### src/rtl/div_seq_sgn.sv
// div_seq_sgn: multi-cycle signed/unsigned integer divider.
// Restoring shift-subtract on operand magnitudes, STEP quotient bits per
// clock, followed by one sign-fix cycle that writes the result registers.
//
// Ports:
//   CLK   in   clock, rising edge
//   RST   in   asynchronous active-high reset
//   START in   request, accepted when BUSY=0
//   SGN   in   1 = two's-complement signed, 0 = unsigned (sampled with START)
//   A     in   dividend (sampled with START)
//   B     in   divisor  (sampled with START)
//   BUSY  out  operation in progress
//   DONE  out  Q/R/DZ hold the result of the last accepted operation
//   Q     out  quotient
//   R     out  remainder
//   DZ    out  last result was a divide by zero
module div_seq_sgn #(
  parameter int unsigned LEN  = 16,
  parameter int unsigned STEP = 1
) (
  input  logic           CLK,
  input  logic           RST,
  input  logic           START,
  input  logic           SGN,
  input  logic [LEN-1:0] A,
  input  logic [LEN-1:0] B,
  output logic           BUSY,
  output logic           DONE,
  output logic [LEN-1:0] Q,
  output logic [LEN-1:0] R,
  output logic           DZ
);

  localparam int unsigned N  = LEN / STEP;
  localparam int unsigned CW = (N > 1) ? $clog2(N) : 1;

  typedef enum logic [1:0] {
    IDLE = 2'd0,
    RUN  = 2'd1,
    FIX  = 2'd2,
    HOLD = 2'd3
  } state_t;

  state_t         state;
  logic [CW-1:0]  cnt;
  logic [LEN-1:0] a_org;   // original dividend bits, returned as R on divide by zero
  logic           b_zero;
  logic           neg_q;
  logic           neg_r;
  logic [LEN-1:0] quo;     // dividend magnitude shifting out, quotient bits shifting in
  logic [LEN-1:0] dvs;     // divisor magnitude
  logic [LEN:0]   rem;     // partial remainder, one bit wider than the operands

  logic [LEN-1:0] a_mag;
  logic [LEN-1:0] b_mag;
  logic [LEN:0]   rem_n;
  logic [LEN-1:0] quo_n;

  // Operand magnitudes at acceptance
  always_comb begin
    a_mag = A;
    b_mag = B;
    if (SGN && A[LEN-1]) a_mag = LEN'(~A + LEN'(1));
    if (SGN && B[LEN-1]) b_mag = LEN'(~B + LEN'(1));
  end

  // STEP restoring shift-subtract steps per cycle
  always_comb begin
    rem_n = rem;
    quo_n = quo;
    for (int unsigned i = 0; i < STEP; i++) begin
      rem_n = {rem_n[LEN-1:0], quo_n[LEN-1]};
      quo_n = {quo_n[LEN-2:0], 1'b0};
      if (rem_n >= {1'b0, dvs}) begin
        rem_n    = rem_n - {1'b0, dvs};
        quo_n[0] = 1'b1;
      end
    end
  end

  // Control FSM, datapath and result registers
  always_ff @(posedge CLK or posedge RST) begin
    if (RST) begin
      state  <= IDLE;
      cnt    <= '0;
      a_org  <= '0;
      b_zero <= 1'b0;
      neg_q  <= 1'b0;
      neg_r  <= 1'b0;
      quo    <= '0;
      dvs    <= '0;
      rem    <= '0;
      BUSY   <= 1'b0;
      DONE   <= 1'b0;
      Q      <= '0;
      R      <= '0;
      DZ     <= 1'b0;
    end else begin
      case (state)
        IDLE, HOLD: begin
          if (START) begin
            a_org  <= A;
            b_zero <= (B == '0);
            neg_q  <= SGN & (A[LEN-1] ^ B[LEN-1]);
            neg_r  <= SGN & A[LEN-1];
            quo    <= a_mag;
            dvs    <= b_mag;
            rem    <= '0;
            cnt    <= CW'(N - 1);
            BUSY   <= 1'b1;
            DONE   <= 1'b0;
            state  <= RUN;
          end
        end
        RUN: begin
          rem <= rem_n;
          quo <= quo_n;
          if (cnt == '0) begin
            state <= FIX;
          end else begin
            cnt <= cnt - CW'(1);
          end
        end
        FIX: begin
          if (b_zero) begin
            Q  <= '1;
            R  <= a_org;
            DZ <= 1'b1;
          end else begin
            Q  <= neg_q ? LEN'(~quo + LEN'(1)) : quo;
            R  <= neg_r ? LEN'(~rem[LEN-1:0] + LEN'(1)) : rem[LEN-1:0];
            DZ <= 1'b0;
          end
          BUSY  <= 1'b0;
          DONE  <= 1'b1;
          state <= HOLD;
        end
        default: state <= IDLE;
      endcase
    end
  end

endmodule

### config.mk
export PLATFORM = sky130hd
export DESIGN_NAME = div_seq_sgn
export DESIGN_NICKNAME = d
export VERILOG_FILES = /design/src/rtl/div_seq_sgn.sv
export SDC_FILE = /design/constraint.sdc
export NUM_CORES = 1
export LEC_CHECK = 0
export ABC_AREA = 1
export CAP_MARGIN = 0
export CELL_PAD_IN_SITES_DETAIL_PLACEMENT = 1
export CELL_PAD_IN_SITES_GLOBAL_PLACEMENT = 1
export CORE_MARGIN = 2
export CORE_UTILIZATION = 40
export CTS_BUF_LIST = sky130_fd_sc_hd__clkbuf_4 sky130_fd_sc_hd__clkbuf_8 sky130_fd_sc_hd__clkbuf_16
export CTS_CLUSTER_SIZE = 20
export DETAILED_ROUTE_END_ITERATION = 16
export PLACE_DENSITY_LB_ADDON = 0.1
export SYNTH_ARGS = -nofsm -noshare
export SYNTH_HDL_FRONTEND = slang
export SYNTH_SLANG_ARGS = --single-unit
### constraint.sdc
create_clock -name CLK -period 5.38 [get_ports CLK]
set_input_delay 1.076 -clock CLK [delete_from_list [all_inputs] [get_ports CLK]]
set_output_delay 1.076 -clock CLK [all_outputs]
set_load 0.02 [all_outputs]
Word level (Yosys, flattened, before mapping)
Cells that the tools add are included.
- output and inout port bits: 35
- input port bits: 36
- register bits after elaboration: 108
- logic and storage cells: 70
- reduce and logical (&&, ||, !) cells: 13
- bitwise operators: 7
- $lt $le $gt $ge: 1
- equality and inequality tests: 6
- $add $sub $neg: 6
- muxes and demuxes: 23
- operators with widths (cell ; number):
    16-bit two-way mux ; 9
    16-bit by 1-bit adder with 16-bit output, second input constant ; 4
    16-bit NOT ; 4
    16-bit one-hot mux with 2 select lines ; 2
    17-bit by 16-bit greater-or-equal comparator with 1-bit output ; 1
    16-bit logical NOT ; 1
    16-bit subtractor ; 1
    4-bit two-way mux ; 2
    4-bit one-hot mux with 2 select lines ; 1
    2-bit AND reduction ; 4
    2-bit inequality test, second input constant ; 3
    2-bit one-hot mux with 3 select lines ; 1
    2-bit equality test, second input constant ; 2
    4-bit logical NOT ; 1
    1-bit two-way mux ; 4
    2-bit two-way mux ; 2
    1-bit one-hot mux with 2 select lines ; 2
    2-bit nonzero test ; 2
    4-bit by 1-bit subtractor with 4-bit output, second input constant ; 1
    3-bit AND reduction ; 1
    1-bit bitwise AND ; 2
    2-bit by 1-bit equality test with 1-bit output, second input constant ; 1
    1-bit logical AND ; 2
    2-bit logical NOT ; 1
    other kinds (2) ; 2

Depth between registers and ports, before layout
Gate-level depths: netlist (run 1).
- depth after elaboration: 5
- mapped depth: 14
- mapped depth without buffers: 14

Least setup slack after synthesis (run 1)
OpenSTA, ideal clock, no wires.
- path kind: input-to-reg
- start: input port B[0]
- end: register dvs[14]
- stages: 11
- setup time: 0.133 ns
- path buffers: 0
- data required time: 5.247 ns
- path slack: 3.205 ns
- data arrival time: 2.042 ns
- cell sequence: inv_1 ha_1 nand3_1 nor2_1 nand3_1 nor2_1 nand2_1 nand2_1 nand2_1 nand3_1 o21ai_0
- longest elaborated chain between the ends: 3
- ends and longest elaborated chain (what ; line ; RTL):
    start, declared ; 26 ; input logic [LEN-1:0] B,
    16-bit NOT ; 64 ; if (SGN && B[LEN-1]) b_mag = LEN'(~B + LEN'(1));
    16-bit by 1-bit adder with 16-bit output ; 64 ;
    16-bit two-way mux ; 64 ;
    end signal, assigned ; 107 ; dvs <= b_mag;
    end, declared ; 51 ; logic [LEN-1:0] dvs;
Every way passes these cells.
A chain may end at the register's enable or synchronous reset.

Worst setup path after layout (run 1)
- start: input port START
- end: register cnt[0]
- longest elaborated chain between the ends: 2
- ends and longest elaborated chain (what ; line ; RTL):
    start, declared ; 23 ; input logic START,
    2-bit inequality test (no source line) ; -- ;
    3-bit AND reduction (no source line) ; -- ;
    end signal, assigned ; 109 ; cnt <= CW'(N - 1);
    end signal, assigned ; 121 ; cnt <= cnt - CW'(1);
    end, declared ; 45 ; logic [CW-1:0] cnt;
Every way passes these cells.

==> run metrics, run 1 <==
cells after synthesis 1,039; measured slew at the worst slew-check pin 1.158 ns; Pwr per Cell Area between 600 and 700 nW/um2; IO Port Bufs 70; ANT nets after route 0; Non-Filler Instances ~1,300; Synth async-reset ratio 1.000; Reg2Reg Depth 6; critical path arrival approximately 3.7 ns; top_reg_cell synth dfrtp_1; PnR worst setup slack 1.965 ns; crit path kind in -> reg; Mapped Area between 7000 and 8000 um2; RSZ-0062 raised after global routing no; drt first-iter violations 422; CTS tree yes; Hold Path Cell Cnt 2; ant diodes 0; most frequent cells in the layout nand2_1 (289), inv_1 (143), nand3_1 (141); Initial Util 0.4092; die area 18,840 um2; Total GRT Usage 0.2475; share of cells above drive strength 1 0.03202; outcome completed; floorplan core area 17,360 um2; max-capacitance violation count 0; critical path startpoint category primary input; Worst setup EP type register; max incr delay on CP 0.68 ns; leakage 4.095 nW; Top-Level Pins 71; setup TNS 0 ns; Wirelength per Cell 16.71 um; slowest cell on the critical path inv_1; Final Skew about 0.015 ns; Syn Area/Cell 6.835 um2; highest net fanout along the worst path 29; global route total overflow 0; DRT Pass-1 Iters 5; Buf/Inv on CP 5; number of global-route vias before repair around 6,900; Post-Syn Nets 1,100; # Post-CTS Setup Buffers 0; Die X roughly 140 um; Die H between 100 and 150 um; CTS root buffer clkbuf_16; CP Depth 10; CP dominant cell by count inv_1; min-delay worst type reg -> reg; initial antenna violation count 0; slew margin rel. 0.2249; CTS Sinks 108; GPL Wtd Cong 0.9016; worst skew pair latency 0.36 ns; yosys warns 0; final period utilization 0.6348; VDD IR max just over 0.4 mV; global-route wire length before repair 36.51 mm; CP required roughly 5.7 ns; fmax 0.2928 GHz; Hold Slack roughly 0.48 ns; Post-Place Cells between 1,000 and 1,500; Post-synth EDFFs 0; Final Hold Viols 0; HPWL after detailed placement ~17 mm; Final Slew Violations 0; Place WS 1.623 ns; Post-Layout Inst Area about 8300 um2; post-synth cell types 41; Clock Pin Slew Worst Setup and Hold Paths 0.08 ns; cts repair resizes 0; Final nets roughly 1,200; hold_buf cts 0; Total Wirelength about 22 mm; final setup vio count 0; area grow syn2layout 16.60%; register area share after synthesis 0.3805; critical path cell sequence clkdlybuf4s50_1 > nand2_2 > inv_1 > a21oi_1 > buf_4 > inv_1 > nand2_1 > inv_1 > o21ai_0 > o21ai_0; crit path time final ~3.4 ns; flops & latches, synth 108; H-tree Lvls 3; routed vias/inst 5.300; family with the most delay on the worst path buffers and inverters; largest net degree at the start of global routing 76; most common cell after layout, fill and taps aside nand2_1; Residual DRC 0; vias 6,986; dpl cell area approximately 8000 um2; Clock Path Buffers 2; row count 48; CTS buffer count 9
## layout make-up
cell class	count	area (um2)
Multi-Input combinational cell	748	3692
Fill cell	2280	9076
Clock buffer	9	225.2
Sequential cell	108	2703
Timing Repair Buffer	76	745.7
Tap cell	225	281.5
Inverter	147	554.3
Clock inverter	5	78.83
## flip-flops by register name (all words and copies together) (netlist names)
register and flops:
BUSY 1, quo 16, b_zero 1, R 16, cnt 4, neg_q 1
state 2, a_org 16, neg_r 1, Q 16, rem 16, DZ 1
DONE 1, dvs 16
## per-layer routing
metal  part of all wire  up-vias  global-route usage
met2               0.44      130              0.3665
met1               0.52     3376              0.3815
met3              0.038       17             0.03274
met4              0.011        0             0.05727
met5                  0        -                   0
li1                   -     3463                   -
## stage by stage
step | total power [mW] | utilization
2_1_floorplan | 3.806 | -
3_3_place_gp | 4.732 | 0.4596
3_5_place_dp | 4.828 | 0.4596
4_1_cts | 5.587 | 0.4771
5_1_grt | 6.141 | 0.4771
6_report | 5.564 | 0.4771
## path summary, 6_finish.rpt
check / from / to / slack (ns)
worst max-delay path: START / cnt[0] / 1.96
worst max register to register: state[1] / rem[0] / 2.24
worst min-delay path: DZ / DZ / 0.48
worst min register to register: DZ / DZ / 0.48
max in group asynchronous: RST / rem[7] / 3.08
min in group asynchronous: RST / a_org[14] / 1.28
## worst reg2reg max path: stages (launching register included)
cell	delay [ns]
dfrtp_1	0.40
inv_1	0.08
ha_1	0.61
inv_1	0.59
nor2_1	1.04
nand3_1	0.19
o21ai_1	0.13
## power breakdown
part	leakage [nW]	switching, mW	internal [mW]
registers	1.32	0.323	1.20
clock network	0.151	0.312	0.403
logic	2.62	2.17	1.15
total	4.10	2.81	2.75
## cell usage after synthesis (all sizes together) (4+ instances only)
library cell  count  share of area
xor2             12          0.015
o21ai            95          0.067
buf               9         0.0079
dfrtp           108           0.38
nor3             10         0.0078
clkbuf           27          0.014
o211ai           12          0.013
inv             145          0.077
a31oi            10         0.0088
nand3           142           0.10
nand2           292           0.16
xnor2             7         0.0086
nand4            11         0.0097
nor2             81          0.045
ha               24          0.042
nand3b            4         0.0042
a21oi            32          0.023
## cell families (layout without fill, tap and decap cells)
| group | after synthesis | in the layout | synth area share |
|---|---|---|---|
| compound gates | 160 | 160 | 0.1237 |
| xor+xnor | 19 | 19 | 0.02343 |
| fa+ha+maj | 25 | 25 | 0.04510 |
| buf+inv | 183 | 237 | 0.09989 |
| flops | 108 | 108 | 0.3805 |
| simple gates | 544 | 544 | 0.3273 |
No activity file was read; power rests on OpenSTA's default activity.
==> inputs of run 2 (changes only) <==
--- a/config.mk
+++ b/config.mk
@@ -10,7 +10,7 @@
 export CELL_PAD_IN_SITES_DETAIL_PLACEMENT = 1
 export CELL_PAD_IN_SITES_GLOBAL_PLACEMENT = 1
 export CORE_MARGIN = 2
-export CORE_UTILIZATION = 40
+export CORE_UTILIZATION = 38
 export CTS_BUF_LIST = sky130_fd_sc_hd__clkbuf_4 sky130_fd_sc_hd__clkbuf_8 sky130_fd_sc_hd__clkbuf_16
 export CTS_CLUSTER_SIZE = 20
 export DETAILED_ROUTE_END_ITERATION = 16
==> constraint.sdc (replaced) <==
create_clock -name CLK -period 3.05 [get_ports CLK]
set_input_delay 0.61 -clock CLK [delete_from_list [all_inputs] [get_ports CLK]]
set_output_delay 0.61 -clock CLK [all_outputs]
set_load 0.02 [all_outputs]
==> run 2 against run 1 <==
Non-clock buffer count grew 9; routed wire length fell by 0.59%; die area grew 5.1%; hold slack worse by 0.0033 ns; clock skew fell by 0.0031 ns; global-route usage down 1.8 points; core utilization is 1.6 points lower; first-iteration DRC count down 8.8%; sequential share of layout area fell by 0.34 points; total power rose by 77%; design area increased by 1.0%.
==> run metrics, run 2 (synthesized netlist as in run 1, its figures left out) <==
Die H 140.7 um (+2.5%); cts repair resizes 0 (unchanged); # Post-CTS Setup Buffers 0 (unchanged); measured slew at the worst slew-check pin 0.6791 ns (-0.4793 ns); Final nets 1,160 (+0.78%); routed vias/inst 5.211 (-1.7%); critical path startpoint category register; GPL Wtd Cong 0.8690 (-3.6%); setup TNS 0 ns (unchanged); CTS root buffer clkbuf_16; Post-Layout Inst Area 8367 um2 (+1.0%); share of cells above drive strength 1 0.04167 (+0.009645); CP Depth 11 (+1); area grow syn2layout 17.81%; highest net fanout along the worst path 4 (-86%); CP required 3.29 ns (-2.37 ns); Total Wirelength 21.90 mm (-0.59%); global-route wire length before repair 36.54 mm (about the same); dpl cell area 8063 um2 (+1.1%); slew margin rel. 0.5473 (+0.3224); Final Slew Violations 0 (unchanged); CTS tree yes; CTS Sinks 108 (unchanged); Initial Util 0.3913 (-0.01783); worst skew pair latency 0.36 ns (about the same); ANT nets after route 0 (unchanged); number of global-route vias before repair 7,108 (+2.4%); family with the most delay on the worst path adder cells; Final Hold Viols 0 (unchanged); IO Port Bufs 70 (unchanged); critical path arrival 2.58 ns (-1.12 ns); CP dominant cell by count nand3_1; Post-Place Cells 1,317 (+1.0%); VDD IR max 0.9208 mV (+120%); Top-Level Pins 71 (unchanged); final period utilization 0.7668; most common cell after layout, fill and taps aside nand2_1; Clock Pin Slew Worst Setup and Hold Paths 0.08 ns (about the same); slowest cell on the critical path fa_1; RSZ-0062 raised after global routing no; global route total overflow 0 (unchanged); hold_buf cts 0 (unchanged); Util after Layout 0.4610 (-0.01603); floorplan core area 18,150 um2 (+4.6%); leakage 4.140 nW (+1.1%); Reg2Reg Depth 11 (+5); fmax 0.4276 GHz; Buf/Inv on CP 2 (-3); Non-Filler Instances 1,333 (+1.1%); Place WS 0.4973 ns (-1.126 ns); most frequent cells in the layout nand2_1 (289), inv_1 (143), nand3_1 (141); Worst setup EP type register; Hold Path Cell Cnt 2 (unchanged); Die X 140.7 um (+2.5%); Clock Path Buffers 2 (unchanged); Power Total 9.849 mW (+77%); Pwr per Cell Area 1177 nW/um2 (+75%); Wirelength per Cell 16.43 um (-1.7%); vias 6,946 (-0.57%); largest net degree at the start of global routing 62 (-18%); critical path cell sequence inv_1 > ha_1 > inv_1 > fa_1 > nand3_1 > nand3_1 > a21oi_1 > xor2_1 > nand2_1 > nand3_1 > nand2_1; outcome completed; final setup vio count 0 (unchanged); max incr delay on CP 0.45 ns (-0.23 ns); Hold Slack 0.4761 ns (-0.003268 ns); crit path kind reg -> reg; H-tree Lvls 3 (unchanged); CTS buffer count 9 (unchanged); ant diodes 0 (unchanged); initial antenna violation count 0 (unchanged); die area 19,800 um2 (+5.1%); Total GRT Usage 0.2296 (-0.01789); Final Skew 0.01233 ns (-0.003149 ns); DRT Pass-1 Iters 5 (unchanged); min-delay worst type reg -> reg; Residual DRC 0 (unchanged); crit path time final roughly 2.3 ns; drt first-iter violations 385 (-8.8%); row count 49 (+2.1%); PnR worst setup slack 0.7113 ns (-1.253 ns); HPWL after detailed placement 16.95 mm (+1.7%); max-capacitance violation count 0 (unchanged)
## run 2: cell types whose count changed in the layout (fill, tap and decap cells not counted), sizes merged
| cell | previous run | this run |
|---|---|---|
| buf | 6 | 15 |
| inv | 145 | 148 |
| bufinv | 2 | 1 |
| clkinv | 5 | 4 |
| clkinvlp | 0 | 1 |
## run 2: where the power goes
part	leakage [nW]	switching [mW]	total [mW]	internal, mW
Clock	0.151	0.587	1.24	0.650
Sequential	1.32	0.493	2.61	2.12
Combinational	2.66	3.89	6.00	2.12
Total	4.14	4.97	9.85	4.88
## run 2: cell type report
type / count / area [um2]
clock inverter: 7 / 78.83
inverter: 147 / 555.5
sequential: 108 / 2703
multi-input combinational: 748 / 3692
tap: 229 / 286.5
clock buffer: 9 / 225.2
fill: 2391 / 9781
timing repair buffer: 85 / 825.8
## run 2: path summary, 6_finish.rpt
check,from,endpoint,slack [ns]
min reg2reg,DZ,DZ,0.48
max,quo[15],rem[8],0.71
min,DZ,DZ,0.48
max in group asynchronous,RST,rem[1],1.66
min in group asynchronous,RST,state[0],0.60
max reg2reg,quo[15],rem[8],0.71
## run 2: worst min-delay path, delay by kind of cell (launching register included)
kind             cells  cell delay, ns
AND/OR/NAND/NOR      2            0.10
flip-flops           1            0.35
## run 2: routing by layer
layer	global-route usage	share of wire	vias to the layer above
li1	-	-	3466
met2	0.3635	0.44	106
met3	0.03397	0.035	12
met5	0	0	-
met4	0.04632	0.0091	0
met1	0.3358	0.52	3362
==> patch 1: new RTL, flow settings as in run 2 <==
`LEN`: 16 -> 32.
--- a/src/rtl/div_seq_sgn.sv
+++ b/src/rtl/div_seq_sgn.sv
@@ -15,7 +15,7 @@
 //   R     out  remainder
 //   DZ    out  last result was a divide by zero
 module div_seq_sgn #(
-  parameter int unsigned LEN  = 16,
+  parameter int unsigned LEN  = 32,
   parameter int unsigned STEP = 1
 ) (
   input  logic           CLK,
Ports: changed (resized A, B, Q and R); port bits go from 71 to 135. The function was not compared with the original's and may differ.
==> patch 1 against run 2 <==
  * Sequential share of layout area decreased by 3.1 points
  * Worst setup slack got worse by 0.32 ns
  * Design area increased by 110%
  * Power increased by 120%
  * Sequential cell count increased by 97
  * Cell count increased by 120%
  * Sequential power increased by 100%
  * Synthesized area increased by 110%
  * First-iteration DRC count increased to 3.0 times the old value
  * Largest cell class unchanged
  * Count of clock-buffer cells in the layout increased by 29
  * Routed wire length increased to 2.7 times the old value
  * Highest routed layer unchanged
==> patch 1: results (changes against run 2) <==
metric,value,unit,change
outcome,finished clean,,
WL per Instance,20.2,um,+23%
CP top delay family,simple AND/OR/NAND/NOR gates,,
dpl cell area,16800,sq um,+110%
Worst Skew,0.0191,ns,+0.00680 ns
1st-iter DRT viols,1173,,+200%
initial antenna violation count,2,,+2
first-pass GRT wire length,92900,um,+150%
GRT Total Usage,29.5,%,+6.6 points
vias,15662,,+130%
CTS max path bufs,3,,+1
r2r worst-path depth,13,,+2
worst r2r src,rem[11]$_DFFE_PP0P_,,
Synth top cells by count,"666 x nand2_1, 322 x inv_1, 298 x nand3_1",,
Syn Nets,2372,,+120%
Clock Latency Late Sink,0.54,ns,+0.18 ns
setup bufs post-CTS,0,,unchanged
Post-CTS Hold Buffers,0,,unchanged
clk slew on worst S/H paths,0.06,ns,-0.02 ns
post-route minimum period,2.66,ns,+0.321 ns
Netlist cell types,47,,+15%
FILL cells,5043,,+110%
leak pwr,8.73,nW,+110%
H-Tree Depth,1,,-2
CP peak stage delay,0.48,ns,+0.03 ns
"top cells by area, synth","dfrtp_1 35%, nand2_1 17%, nand3_1 10%",,
worst hold-check path type,input pin to async pin,,
port bufs,134,,+91%
Num CTS Buffers,25,,+16
largest net degree at the start of global routing,89,,+44%
Crit. End Element,register,,
crit-path max FO,30,,+26
worst path arrival time,3.08,ns,+0.50 ns
Worst Tran Pin Value,0.816,ns,+0.137 ns
Placed Instances,2878,,+120%
syn_area_per_cell,6.50,sq um,-4.9%
slowest cell on the critical path,dfrtp_1,,
"Seq/Total Area, Yosys",34.9,%,-3.2 points
routability cong.,0.919,,+5.8%
Place WS,0.258,ns,-0.240 ns
RR Endpoint,rem[29]$_DFFE_PP0P_,,
Reg2Reg Setup Slack,0.39,ns,-0.32 ns
hold slack final,0.450,ns,-0.0261 ns
WL final,59100,um,+170%
fraction of layout cells with a size suffix above 1,5.79,%,+1.6 points
clock root cell,clkbuf_16,,
Power Density,1260,nW/um^2,+6.7%
HPWL Detailed,46900,um,+180%
peak supply drop,0.565,mV,-39%
Nets,2497,,+120%
==> patch 1: layout make-up <==
class	count	area share, %
inverter	332	7.12
sequential	205	29.2
multi-input combinational	1644	45.5
timing repair buffer	179	9.99
antenna	1	0.0142
tap	518	3.69
clock buffer	38	4.33
clock inverter	3	0.107
==> patch 1: cell families after synthesis <==
| family | synth area share, % |
|---|---|
| AND/OR/NAND/NOR | 36.7 |
| buffers and inverters | 10.9 |
| XOR/XNOR | 2.20 |
| AO/OA/AOI/OAI | 11.7 |
| adder cells (fa/ha/maj) | 3.63 |
| flip-flops | 34.9 |
==> patch 1: power by group <==
part,switching (mW),internal [mW]
registers,1.22,4.03
logic,9.30,4.60
clock network,1.20,1.70
==> patch 1: layer usage <==
metal	up-vias	track usage [%]	share of wire, %
li1	7517	-	-
met1	7657	45.2	50
met2	427	44.1	42
met4	0	4.87	1.6
met3	61	4.90	6.8
met5	-	0	0
==> patch 2: new RTL, settings of run 2 <==
Without the edit above. The 4 states of `state_t` get a one-hot encoding in 4 bits.
--- a/src/rtl/div_seq_sgn.sv
+++ b/src/rtl/div_seq_sgn.sv
@@ -34,11 +34,11 @@
   localparam int unsigned N  = LEN / STEP;
   localparam int unsigned CW = (N > 1) ? $clog2(N) : 1;
 
-  typedef enum logic [1:0] {
-    IDLE = 2'd0,
-    RUN  = 2'd1,
-    FIX  = 2'd2,
-    HOLD = 2'd3
+  typedef enum logic [3:0] {
+    IDLE = 4'b0001,
+    RUN  = 4'b0010,
+    FIX  = 4'b0100,
+    HOLD = 4'b1000
   } state_t;
 
   state_t         state;
Function: no difference found for any inputs over 10 cycles, from zero or initial values and one cycle with RST high; not proved beyond that.
==> patch 2 against run 2 <==
  * Synthesized area increased by 1.7%
  * Routed wire length increased by 1.2%
  * Hold slack improved by 0.0034 ns
  * Sequential cell count increased by 2
  * Utilization decreased by 0.75 points
  * Highest routed layer unchanged
  * First-iteration DRC count decreased by 4.7%
  * Worst setup slack improved by 0.0026 ns
  * Design area increased by 1.1%
  * Power decreased by 17%
  * Cell count decreased by 0.83%
==> patch 2: results (changes against run 2) <==
metric,value,unit,change
first-pass GRT wire length,36600,um,+0.15%
leak pwr,4.19,nW,+1.2%
"Seq/Total Area, Yosys",38.1,%,+0.091 points
Synth warnings,0,,unchanged
port bufs,70,,unchanged
vias in the first global route,6974,,-1.9%
WL per Instance,16.8,um,+2.1%
1st-iter DRT viols,367,,-4.7%
clk slew on worst S/H paths,0.08,ns,about the same
initial antenna violation count,0,,unchanged
GRT Total Usage,23.0,%,+0.083 points
CP top delay family,adder cells,,
routability cong.,0.859,,-1.1%
Worst Skew,0.0122,ns,-0.000129 ns
worst hold-check path type,register to register,,
HPWL Detailed,17400,um,+2.3%
r2r worst-path depth,11,,unchanged
clock root cell,clkbuf_16,,
Reg2Reg Setup Slack,0.71,ns,about the same
Post-synth top flop,dfrtp_1,,
Final ANT Viol Nets,0,,unchanged
Synth top cells by count,"292 x nand2_1, 140 x inv_1, 109 x dfrtp_1",,
slowest cell on the critical path,fa_1,,
fraction of layout cells with a size suffix above 1,7.90,%,+3.7 points
largest net degree at the start of global routing,57,,-8.1%
CTS max path bufs,2,,unchanged
post-CTS sizing,0,,unchanged
worst path arrival time,2.59,ns,about the same
Slew headroom,60.9,%,+6.2 points
crit-path max FO,4,,unchanged
antenna diode count,0,,unchanged
vias,6914,,-0.46%
Num CTS Buffers,9,,unchanged
CP Class,register to register,,
Clock Latency Late Sink,0.36,ns,about the same
Netlist cell types,42,,+2.4%
Syn Nets,1077,,-2.1%
H-Tree Depth,3,,unchanged
setup bufs post-CTS,0,,unchanged
CP peak stage delay,0.46,ns,
share of synthesized registers carrying an async set or reset,100,%,unchanged
"top cells by area, synth","dfrtp_1 38%, nand2_1 15%, inv_1 7.3%",,
WHS Path Cells,2,,unchanged
Initial DRT Pass Iterations,4,,-1
Synth Register Bits,110,,+1.9%
peak supply drop,0.339,mV,-63%
worst r2r src,quo[15]$_DFFE_PP0P_,,
RR Endpoint,rem[8]$_DFFE_PP0P_,,
outcome,finished clean,,
patch 2: through the flow:
step	worst slack [ns]	hold slack [ns]	std cells	area, sq um
finish	0.714	0.479	1322	8460
global route	0.494	0.500	1322	8460
detailed placement	0.509	0.466	1306	8170
CTS	0.680	0.486	1322	8460
floorplan	1.11	0.442	1019	7220
global placement	0.568	0.454	1306	8170
patch 2: logic make-up (layout without fill, tap and decap cells):
logic type               after synthesis  after routing  share of synthesized area (%)
buffers and inverters                181            250                           10.0
adder cells (fa/ha/maj)               22             22                           3.92
AND/OR/NAND/NOR                      553            553                           34.2
XOR/XNOR                              24             24                           2.91
AO/OA/AOI/OAI                        129            129                           10.8
flip-flops                           110            110                           38.1
patch 2: area by class of cell:
| class | count | area, sq um |
|---|---|---|
| clock inverter | 6 | 55.1 |
| sequential | 110 | 2750 |
| timing repair buffer | 82 | 803 |
| fill | 2419 | 10200 |
| inverter | 152 | 574 |
| multi-input combinational | 728 | 3740 |
| clock buffer | 10 | 233 |
| tap | 234 | 293 |
patch 2: worst min-delay path by stage:
stage	start	endpoint
global placement	DZ$_DFFE_PP0P_	DZ$_DFFE_PP0P_
global route	DZ$_DFFE_PP0P_	DZ$_DFFE_PP0P_
floorplan	a_org[11]$_DFFE_PP0P_	a_org[11]$_DFFE_PP0P_
detailed placement	DZ$_DFFE_PP0P_	DZ$_DFFE_PP0P_
CTS	DZ$_DFFE_PP0P_	DZ$_DFFE_PP0P_
finish	DZ$_DFFE_PP0P_	DZ$_DFFE_PP0P_
patch 2: power breakdown:
part | internal (mW) | total [mW] | switching (mW) | leakage (nW)
clock network | 0.581 | 1.18 | 0.597 | 0.137
logic | 1.55 | 4.67 | 3.12 | 2.63
registers | 1.91 | 2.31 | 0.401 | 1.42
total | 4.04 | 8.16 | 4.12 | 4.19
patch 2: per-layer routing:
metal / up-vias / GRT usage (%) / part of all wire [%]
met5: - / 0 / 0
met4: 0 / 4.32 / 0.85
met3: 13 / 2.40 / 2.8
met2: 96 / 36.5 / 44
met1: 3391 / 34.4 / 52
li1: 3414 / - / -
patch 2: worst min-delay path: stages (launching register included):
cell,delay [ns]
dfrtp_1,0.35
nand2_1,0.05
nand2_1,0.05
